### config.mk
export PLATFORM = sky130hd
export DESIGN_NAME = dmem_ctrl_flat
export DESIGN_NICKNAME = d
export VERILOG_FILES = /design/src/rtl/dmem_ctrl_pkg.sv /design/src/rtl/dmem_ctrl_if.sv /design/src/rtl/dmem_ctrl_align.sv /design/src/rtl/dmem_ctrl.sv /design/src/flat_wrapper.sv
export SDC_FILE = /design/constraint.sdc
export NUM_CORES = 1
export LEC_CHECK = 0
export ABC_AREA = 1
export CAP_MARGIN = 15
export CELL_PAD_IN_SITES_DETAIL_PLACEMENT = 0
export CELL_PAD_IN_SITES_GLOBAL_PLACEMENT = 1
export CORE_ASPECT_RATIO = 0.8
export CORE_MARGIN = 5
export CORE_UTILIZATION = 26
export DETAILED_ROUTE_END_ITERATION = 8
export HOLD_SLACK_MARGIN = 0.02
export PLACE_DENSITY_LB_ADDON = 0.1
export SLEW_MARGIN = 20
export SYNTH_ARGS = -nofsm -noshare
export SYNTH_HDL_FRONTEND = slang
export SYNTH_SLANG_ARGS = --single-unit
### constraint.sdc
create_clock -name i_clock -period 1.2 [get_ports i_clock]
set_input_delay 0.24 -clock i_clock [delete_from_list [all_inputs] [get_ports i_clock]]
set_output_delay 0.24 -clock i_clock [all_outputs]
set_load 0.01 [all_outputs]
### src/rtl/dmem_ctrl_pkg.sv
// dmem_ctrl_pkg: shared types for the data-memory request controller.
//   lsu_op_type        : one-hot load/store opcode (lb, lh, lw, lbu, lhu, sb, sh, sw)
//   dmem_state_t       : controller FSM states
//   dmem_ctrl_in_type  : request fields coming from execute
//   dmem_ctrl_out_type : registered completion fields handed to load extraction
//   CAUSE_*            : misaligned-access exception cause codes
package dmem_ctrl_pkg;

  typedef struct packed {
    logic lsu_lb;
    logic lsu_lh;
    logic lsu_lw;
    logic lsu_lbu;
    logic lsu_lhu;
    logic lsu_sb;
    logic lsu_sh;
    logic lsu_sw;
  } lsu_op_type;

  typedef enum logic [1:0] {
    IDLE = 2'd0,
    BUSY = 2'd1,
    RESP = 2'd2
  } dmem_state_t;

  localparam logic [3:0] CAUSE_LOAD_MISALIGN  = 4'd4;
  localparam logic [3:0] CAUSE_STORE_MISALIGN = 4'd6;

  typedef struct packed {
    logic        valid;
    logic [31:0] addr;
    logic [31:0] wdata;
    lsu_op_type  lsu_op;
  } dmem_ctrl_in_type;

  typedef struct packed {
    logic [31:0] ldata;
    logic [3:0]  byteenable;
    lsu_op_type  lsu_op;
    logic        exc;
    logic [3:0]  ecause;
  } dmem_ctrl_out_type;

  function automatic logic is_store(lsu_op_type op);
    return op.lsu_sb | op.lsu_sh | op.lsu_sw;
  endfunction

endpackage

### src/rtl/dmem_ctrl_if.sv
// dmem_ctrl_if: bundles the execute request, data-memory port and
// completion signals of dmem_ctrl.
//   master : execute/memory side (drives req_*, mem_ready, mem_rdata)
//   slave  : the controller (drives req_ready, mem_*, resp_*)
interface dmem_ctrl_if import dmem_ctrl_pkg::*; ();
  // execute request
  logic        req_valid;
  logic        req_ready;
  logic [31:0] req_addr;
  logic [31:0] req_wdata;
  lsu_op_type  req_lsu_op;
  // data-memory port
  logic        mem_valid;
  logic        mem_ready;
  logic [31:0] mem_addr;
  logic [31:0] mem_wdata;
  logic [3:0]  mem_wstrb;
  logic [31:0] mem_rdata;
  // completion to load extraction
  logic        resp_valid;
  logic [31:0] resp_ldata;
  logic [3:0]  resp_byteenable;
  lsu_op_type  resp_lsu_op;
  logic        resp_exc;
  logic [3:0]  resp_ecause;

  modport master (
    output req_valid, req_addr, req_wdata, req_lsu_op, mem_ready, mem_rdata,
    input  req_ready, mem_valid, mem_addr, mem_wdata, mem_wstrb,
           resp_valid, resp_ldata, resp_byteenable, resp_lsu_op, resp_exc, resp_ecause
  );

  modport slave (
    input  req_valid, req_addr, req_wdata, req_lsu_op, mem_ready, mem_rdata,
    output req_ready, mem_valid, mem_addr, mem_wdata, mem_wstrb,
           resp_valid, resp_ldata, resp_byteenable, resp_lsu_op, resp_exc, resp_ecause
  );
endinterface

### src/rtl/dmem_ctrl_align.sv
// dmem_align: combinational access-shape decode.
//   i_op         : one-hot lsu op
//   i_addr_lo    : address bits [1:0]
//   i_wdata      : right-aligned store data
//   o_byteenable : lane enables (byte/half shifted into place, word = 4'hF)
//   o_wdata      : store data replicated across all lanes of its size
//   o_misalign   : half/word not naturally aligned; only computed when
//                  MISALIGN_EXC_EN is defined, otherwise constant 0
// Without MISALIGN_EXC_EN the half enable uses only addr[1] and the word
// enable ignores addr[1:0], which truncates to natural alignment.
module dmem_align import dmem_ctrl_pkg::*; (
  input  lsu_op_type  i_op,
  input  logic [1:0]  i_addr_lo,
  input  logic [31:0] i_wdata,
  output logic [3:0]  o_byteenable,
  output logic [31:0] o_wdata,
  output logic        o_misalign
);
  logic w_byte, w_half, w_word;

  assign w_byte = i_op.lsu_lb | i_op.lsu_lbu | i_op.lsu_sb;
  assign w_half = i_op.lsu_lh | i_op.lsu_lhu | i_op.lsu_sh;
  assign w_word = i_op.lsu_lw | i_op.lsu_sw;

  always_comb begin
    o_byteenable = 4'h0;
    o_wdata      = i_wdata;
    if (w_byte) begin
      o_byteenable = 4'h1 << i_addr_lo;
      o_wdata      = {4{i_wdata[7:0]}};
    end else if (w_half) begin
      o_byteenable = 4'h3 << {i_addr_lo[1], 1'b0};
      o_wdata      = {2{i_wdata[15:0]}};
    end else if (w_word) begin
      o_byteenable = 4'hF;
    end
  end

`ifdef MISALIGN_EXC_EN
  assign o_misalign = (w_half & i_addr_lo[0]) | (w_word & (|i_addr_lo));
`else
  assign o_misalign = 1'b0;
`endif

endmodule

### src/rtl/dmem_ctrl.sv
// dmem_ctrl: data-memory request controller, one access outstanding.
//   i_clock : rising-edge clock
//   i_reset : synchronous active-low reset
//   bus     : dmem_ctrl_if.slave (execute request, memory port, completion)
// Flow: IDLE accepts a request and registers its shape, BUSY holds
// mem_valid with stable address/data/strobe until mem_ready, RESP pulses
// resp_valid for one cycle. resp_* hold until the next completion.
// Optional feature macro MISALIGN_EXC_EN: misaligned half/word accesses
// skip memory and complete from IDLE straight to RESP with resp_exc set.
// When undefined, resp_exc/resp_ecause are only ever loaded with 0.
module dmem_ctrl import dmem_ctrl_pkg::*; (
  input logic      i_clock,
  input logic      i_reset,
  dmem_ctrl_if.slave bus
);
  dmem_state_t       r_state, w_next;
  dmem_ctrl_in_type  w_req;
  dmem_ctrl_out_type r_resp;
  lsu_op_type        r_op;
  logic [31:0]       r_addr, r_wdata;
  logic [3:0]        r_be;
  logic              r_store;

  logic [3:0]        w_be;
  logic [31:0]       w_wdata;
  logic              w_misalign;
  logic              w_accept;

  assign w_req = '{valid:  bus.req_valid,
                   addr:   bus.req_addr,
                   wdata:  bus.req_wdata,
                   lsu_op: bus.req_lsu_op};

  dmem_align u_align (
    .i_op         (w_req.lsu_op),
    .i_addr_lo    (w_req.addr[1:0]),
    .i_wdata      (w_req.wdata),
    .o_byteenable (w_be),
    .o_wdata      (w_wdata),
    .o_misalign   (w_misalign)
  );

  assign w_accept = (r_state == IDLE) && w_req.valid;

  // state register
  always_ff @(posedge i_clock) begin
    if (!i_reset) r_state <= IDLE;
    else          r_state <= w_next;
  end

  // next state
  always_comb begin
    w_next = r_state;
    case (r_state)
      IDLE:    if (w_req.valid) w_next = w_misalign ? RESP : BUSY;
      BUSY:    if (bus.mem_ready) w_next = RESP;
      RESP:    w_next = IDLE;
      default: w_next = IDLE;
    endcase
  end

  // state-decoded outputs
  always_comb begin
    bus.req_ready  = (r_state == IDLE);
    bus.mem_valid  = (r_state == BUSY);
    bus.resp_valid = (r_state == RESP);
  end

  // request and completion datapath
  always_ff @(posedge i_clock) begin
    if (!i_reset) begin
      r_op    <= '0;
      r_addr  <= 32'h0;
      r_wdata <= 32'h0;
      r_be    <= 4'h0;
      r_store <= 1'b0;
      r_resp  <= '0;
    end else begin
      if (w_accept) begin
        r_op <= w_req.lsu_op;
        if (w_misalign) begin
          // trapped access completes without touching the memory port
          r_resp.ldata      <= 32'h0;
          r_resp.byteenable <= 4'h0;
          r_resp.lsu_op     <= w_req.lsu_op;
          r_resp.exc        <= 1'b1;
          r_resp.ecause     <= is_store(w_req.lsu_op) ? CAUSE_STORE_MISALIGN
                                                      : CAUSE_LOAD_MISALIGN;
        end else begin
          r_addr  <= {w_req.addr[31:2], 2'b00};
          r_wdata <= w_wdata;
          r_be    <= w_be;
          r_store <= is_store(w_req.lsu_op);
        end
      end
      if ((r_state == BUSY) && bus.mem_ready) begin
        r_resp.ldata      <= r_store ? 32'h0 : bus.mem_rdata;
        r_resp.byteenable <= r_be;
        r_resp.lsu_op     <= r_op;
        r_resp.exc        <= 1'b0;
        r_resp.ecause     <= 4'h0;
      end
    end
  end

  assign bus.mem_addr        = r_addr;
  assign bus.mem_wdata       = r_wdata;
  assign bus.mem_wstrb       = r_store ? r_be : 4'h0;
  assign bus.resp_ldata      = r_resp.ldata;
  assign bus.resp_byteenable = r_resp.byteenable;
  assign bus.resp_lsu_op     = r_resp.lsu_op;
  assign bus.resp_exc        = r_resp.exc;
  assign bus.resp_ecause     = r_resp.ecause;

endmodule

### src/flat_wrapper.sv
// flat-port wrapper written by rule: the top's interface ports become plain ports
module dmem_ctrl_flat import dmem_ctrl_pkg::*;
  (i_clock, i_reset, bus_req_valid, bus_req_addr, bus_req_wdata, bus_req_lsu_op, bus_mem_ready, bus_mem_rdata, bus_req_ready, bus_mem_valid, bus_mem_addr, bus_mem_wdata, bus_mem_wstrb, bus_resp_valid, bus_resp_ldata, bus_resp_byteenable, bus_resp_lsu_op, bus_resp_exc, bus_resp_ecause);
  dmem_ctrl_if bus_i ();
  input logic i_clock;
  input logic i_reset;
  input wire logic [$bits(bus_i.req_valid)-1:0] bus_req_valid;
  input wire logic [$bits(bus_i.req_addr)-1:0] bus_req_addr;
  input wire logic [$bits(bus_i.req_wdata)-1:0] bus_req_wdata;
  input wire logic [$bits(bus_i.req_lsu_op)-1:0] bus_req_lsu_op;
  input wire logic [$bits(bus_i.mem_ready)-1:0] bus_mem_ready;
  input wire logic [$bits(bus_i.mem_rdata)-1:0] bus_mem_rdata;
  output wire logic [$bits(bus_i.req_ready)-1:0] bus_req_ready;
  output wire logic [$bits(bus_i.mem_valid)-1:0] bus_mem_valid;
  output wire logic [$bits(bus_i.mem_addr)-1:0] bus_mem_addr;
  output wire logic [$bits(bus_i.mem_wdata)-1:0] bus_mem_wdata;
  output wire logic [$bits(bus_i.mem_wstrb)-1:0] bus_mem_wstrb;
  output wire logic [$bits(bus_i.resp_valid)-1:0] bus_resp_valid;
  output wire logic [$bits(bus_i.resp_ldata)-1:0] bus_resp_ldata;
  output wire logic [$bits(bus_i.resp_byteenable)-1:0] bus_resp_byteenable;
  output wire logic [$bits(bus_i.resp_lsu_op)-1:0] bus_resp_lsu_op;
  output wire logic [$bits(bus_i.resp_exc)-1:0] bus_resp_exc;
  output wire logic [$bits(bus_i.resp_ecause)-1:0] bus_resp_ecause;
  assign bus_i.req_valid = bus_req_valid;
  assign bus_i.req_addr = bus_req_addr;
  assign bus_i.req_wdata = bus_req_wdata;
  assign bus_i.req_lsu_op = bus_req_lsu_op;
  assign bus_i.mem_ready = bus_mem_ready;
  assign bus_i.mem_rdata = bus_mem_rdata;
  assign bus_req_ready = bus_i.req_ready;
  assign bus_mem_valid = bus_i.mem_valid;
  assign bus_mem_addr = bus_i.mem_addr;
  assign bus_mem_wdata = bus_i.mem_wdata;
  assign bus_mem_wstrb = bus_i.mem_wstrb;
  assign bus_resp_valid = bus_i.resp_valid;
  assign bus_resp_ldata = bus_i.resp_ldata;
  assign bus_resp_byteenable = bus_i.resp_byteenable;
  assign bus_resp_lsu_op = bus_i.resp_lsu_op;
  assign bus_resp_exc = bus_i.resp_exc;
  assign bus_resp_ecause = bus_i.resp_ecause;
  dmem_ctrl u_core (.i_clock(i_clock), .i_reset(i_reset), .bus(bus_i));
endmodule
* After elaboration in Yosys (flattened, before gate mapping)
Index checks and enable logic that the tools add are counted.
** Cells by class
- Equality and inequality tests :: 4
- Shift operators :: 2
- Muxes and demuxes :: 10
- Bitwise gates (word level) :: 7
- Reduce and logical (&&, ||, !) cells :: 4
** Operator list (number)
- 2-to-1 mux 32 bit :: 3
- 2-to-1 mux 4 bit :: 4
- OR 1 bit :: 7
- 2-to-1 mux 2 bit :: 2
- != test 2 bit, second input constant :: 2
- case mux 2 bit (2 select lines) :: 1
- left shift 1 x 2 -> 4 bit, first input constant :: 1
- left shift 2 x 2 -> 4 bit, first input constant :: 1
- == test 2 x 1 -> 1 bit, second input constant :: 1
- == test 2 bit, second input constant :: 1
- logical AND 1 bit :: 2
- logical NOT 2 bit :: 1
- AND reduction 2 bit :: 1
** Word-level totals
- Register bits :: 121
- Bits of input ports :: 108
- Output and inout port bits :: 120
- Logic and storage cells :: 50

* Logic depth before layout (Yosys ltp)
- Word-level depth :: 4
- Mapped depth :: 8
- Depth with buffers taken out :: 8

* Cells and area by module
From an unflattened synthesis, not the netlist that was laid out.
** Second synthesis, totals
- Cell total of the unflattened synthesis :: 1000
- Area total of the unflattened synthesis :: 6122.1 um2
** By module, submodules not included
- dmem_ctrl :: times used 1, cells an instance 872, area each 5517.8 um2, sequential area each 2462.4 um2
- dmem_align :: times used 1, cells an instance 128, area each 604.3 um2, sequential area each 0.0 um2

* Worst setup path before layout
OpenSTA, ideal clock, no wires.
- Path type :: reg2reg
- From :: register u_core.r_state[0]
- To :: register u_core.r_wdata[22] (netlist: u_core.bus.mem_wdata[22])
- Setup time :: 0.109 ns
- Arrival time :: 1.042 ns
- Data required time :: 1.091 ns
- Slack :: 0.049 ns
- Stages on the path, launching flop included :: 9
- Path buffers :: 2
- Period minus slack after synthesis :: 1.151 ns
- Cell sequence :: dfxtp_1 > nor2_4 > nand2_4 > inv_4 > buf_6 > buf_6 > nand3_1 > nand2_1 > inv_1
** Between the ends
- Longest elaborated chain between the ends :: 2
** Ends and longest elaborated chain
- start: declaration :: RTL line dmem_ctrl.sv:16 : dmem_state_t r_state, w_next;
- start signal: assignment :: RTL line dmem_ctrl.sv:48 : else r_state <= w_next;
- logical NOT 2 bit
- named net bus_req_ready :: RTL line flat_wrapper.sv:13 : output wire logic [$bits(bus_i.req_ready)-1:0] bus_req_ready;
- logical AND 1 bit :: RTL line dmem_ctrl.sv:43 : assign w_accept = (r_state == IDLE) && w_req.valid;
- end signal: assignment :: RTL line dmem_ctrl.sv:91 : r_wdata <= w_wdata;
- end: declaration :: RTL line dmem_ctrl.sv:20 : logic [31:0] r_addr, r_wdata;
The timed path passes the listed nets, and every way through them passes these cells.
A chain may end at the register's enable or synchronous reset.

* Final worst setup path
- From :: register u_core.r_state[0]
- To :: output bus_req_ready
** Between the ends
- Longest elaborated chain between the ends :: 1
** Ends and longest elaborated chain
- logical NOT 2 bit :: RTL line dmem_ctrl.sv:64 : bus.req_ready = (r_state == IDLE);
- end: declaration :: RTL line flat_wrapper.sv:13
Every way passes these cells.

==> out/results.txt <==
Status -> complete, but fails checks
Failing checks -> negative setup slack
Worst vdd ir -> 0.5811 mV
Buf/Inv on CP -> 1
Crit. End Element -> output port
Post-Synthesis Cells -> 669
Final setup violation count -> 66
Hold_buf cts -> 0
Clock power frac -> 0.437
Crit path cell chain -> nor2_4 > buf_2
LEAKAGE -> 3.943 nW
Port buffer count -> 220
Achievable Freq -> 0.7822 GHz
Largest net degree at the start of global routing -> 41
Routed WL -> 18.31 mm
Initial antenna violation count -> 0
Initial DRC count -> 209
Num CTS Buffers -> 17
Clock sinks -> 121
Clock tree from TritonCTS -> yes
Switching part of the total -> 0.2556
Most frequent cells in the layout -> 134 x nor2_1, 109 x buf_2, 104 x clkdlybuf4s50_1, 98 x dfxtp_1, 95 x nand2_1
Number of max-cap violations -> 0
Post-Syn Area -> 4926 um2
Cell family with most CP delay -> flip-flops
Routability Congestion -> 0.7466
Worst-path clk slew -> 0.06 ns
Max Buffers Root-to-Sink -> 2
Vias in the first global route -> 5062
Startpoint types -> flip-flop
Worst slew margin -> 0.6152
Final Skew -> 0.007516 ns
Synthesis-stage register bit count -> 121
Fin Setup TNS -> -1.981 ns
N_diodes -> 0
Layout cell share with drive strength beyond 1 -> 0.3451
Drt pass-1 iters -> 5
CP Class -> flip-flop to output port
Cell variety after synth -> 24
Place WS -> -0.4448 ns
Min Tclk post-route -> 1.278 ns
DIE WIDTH -> 163.9 um
Die area -> 21820 um2
IO Pins -> 228
Final Util -> 0.4468
Critical path depth -> 2
Register area share after synthesis -> 0.4917
Final worst slack -> -0.07838 ns
WHS Path Cells -> 3
Slew @ Worst Pin -> 0.5763 ns
CTS H-Tree Depth -> 4
Cell Rows -> 45
Worst r2r path cells -> 6
CP Data Arrival Time -> 1.04 ns
Internal power -> 0.008864 W
Hpwl dp -> 12.84 mm
Die height -> 133.1 um
Commonest non-fill, non-tap cell in the layout -> nor2_1
Area grow syn2layout -> 70.56%
Crit path required time -> 0.96 ns
Post-DR wirelength/cell -> 15.37 um
Clock latency at the later pin of the worst-skew pair -> 0.40 ns
Clock root buffer -> clkbuf_16
First-pass GRT wire length -> 27.10 mm
Crit share post-route -> 1.065
Initial cell density of the core -> 0.2619
HP Class -> primary input to flip-flop
Via count -> 5208
Synth warn -> 0
Final hold violations -> 0
CP peak stage delay -> 0.36 ns
All-Layer GR Usage -> 0.1575
Synth Area per Inst -> 7.363 um2
Crit-path max FO -> 3
RSZ-0062 raised after global routing -> true
Logic pwr share -> 0.187
GR Overflow Total -> 0
Core footprint -> 18810 um2
Slowest CP cell -> dfxtp_4
Via density -> 4.373
Hold slack -> 0.1335 ns
Switching power -> 0.003044 W
DRC -> 0
PD cells -> 1417 nW/um2
Fin. max-slew vios -> 0
Flop pwr share -> 0.376
Post-DRT Antenna Nets -> 0
Final #Nets -> 1030
Layout fillers -> 1909
-- stage by stage --
stage	area, um2	total power, W	instances
finish	8402	0.01191	1191
CTS	7869	0.01178	1183
global placement	7617	0.006572	1147
detailed placement	7617	0.006588	1147
global route	8402	0.01248	1191
floorplan	4949	0.005395	675
-- worst paths after layout --
| check | startpoint | endpoint | slack (ns) |
|---|---|---|---|
| setup / recovery | u_core.r_state[0]$_SDFFE_PN0P_ | bus_req_ready | -0.08 |
| hold / removal | bus_req_lsu_op[7] | u_core.r_op[7]$_SDFFE_PN0P_ | 0.13 |
| setup reg to reg | u_core.r_state[0]$_SDFFE_PN0P_ | u_core.bus.mem_addr[30]$_SDFFE_PN0P_ | -0.07 |
| hold reg to reg | u_core.bus.resp_byteenable[3]$_SDFFE_PN0P_ | u_core.bus.resp_byteenable[3]$_SDFFE_PN0P_ | 0.46 |
-- Yosys cell counts --
cell type	instances	share of area
nand3_1	70	0.071
o21ai_0	82	0.083
conb_1	1	0.00076
o21ai_1	15	0.015
clkbuf_2	6	0.0061
a21oi_1	31	0.031
a211oi_2	1	0.0025
nor2_1	142	0.11
inv_1	34	0.026
clkbuf_1	12	0.0091
nor2_4	3	0.0069
nand2_1	105	0.080
dfxtp_1	121	0.49
o21a_1	1	0.0015
inv_2	4	0.0030
inv_4	1	0.0013
nor3_1	1	0.0010
nand3_4	1	0.0036
buf_6	7	0.016
buf_4	14	0.021
nand2_4	2	0.0046
nand2_2	2	0.0025
buf_1	2	0.0015
buf_2	11	0.011
-- flip-flops by register name, summed over array words and instances (netlist names) --
name                        flops
u_core.bus.resp_byteenable      4
u_core.r_be                     4
u_core.bus.mem_addr            30
u_core.r_state                  2
u_core.r_op                     8
u_core.bus.resp_ldata          32
u_core.r_store                  1
u_core.bus.mem_wdata           32
u_core.bus.resp_lsu_op          8
-- layer usage --
metal  vias up  GRT usage  wire length, um
met3        13    0.04856             1155
met4         0    0.04658              176
met5         -          0                0
met2       147     0.2448             8337
met1      2392     0.2108             8641
li1       2656          -                -
-- worst register-to-register path, stage by stage, from the launching register on --
cell and delay, ns:
dfxtp_4 0.36, nor2_4 0.12, nand2_4 0.14, buf_12 0.19, clkbuf_16 0.18, o21ai_2 0.11, nor2_1 0.05
-- power by group through the flow --
| stage | Sequential [W] | Clock (W) | Combinational, W |
|---|---|---|---|
| after floorplan | 0.00462 | 0 | 0.000774 |
| after global placement | 0.00453 | 0 | 0.00204 |
| after detailed placement | 0.00454 | 0 | 0.00205 |
| after CTS | 0.00446 | 0.00535 | 0.00196 |
| after global routing | 0.00451 | 0.00554 | 0.00243 |
| final | 0.00447 | 0.00521 | 0.00223 |
-- repair_timing --
| item | CTS | global route |
|---|---|---|
| resized for setup | 543 | 111 |
| endpoints found under the setup margin | 230 | 124 |
| buffers inserted | 4 | 2 |
| pin swaps | 5 | 10 |
| gates cloned | 2 | 6 |
-- kinds of logic (layout without fill, tap and decap cells) --
group	count (synthesis)	in the layout	share of synthesized area
compound gates	130	130	0.1341
buf+inv	91	349	0.09550
flops	121	121	0.4917
other cells	1	7	0.0007613
simple gates	326	326	0.2779
-- layout make-up --
cell class | count | area, um2 | share of cell area
flip-flops and latches | 121 | 2456 | 0.2923
repair buffers | 278 | 2424 | 0.2885
multi-input cells | 463 | 2410 | 0.2868
clock buffers | 22 | 484.2 | 0.05763
well taps | 258 | 322.8 | 0.03842
inverters | 39 | 161.4 | 0.01921
clock inverters | 8 | 118.9 | 0.01415
repair inverters | 2 | 25.02 | 0.002978
Note: power is estimated with default switching activity, not from simulation.
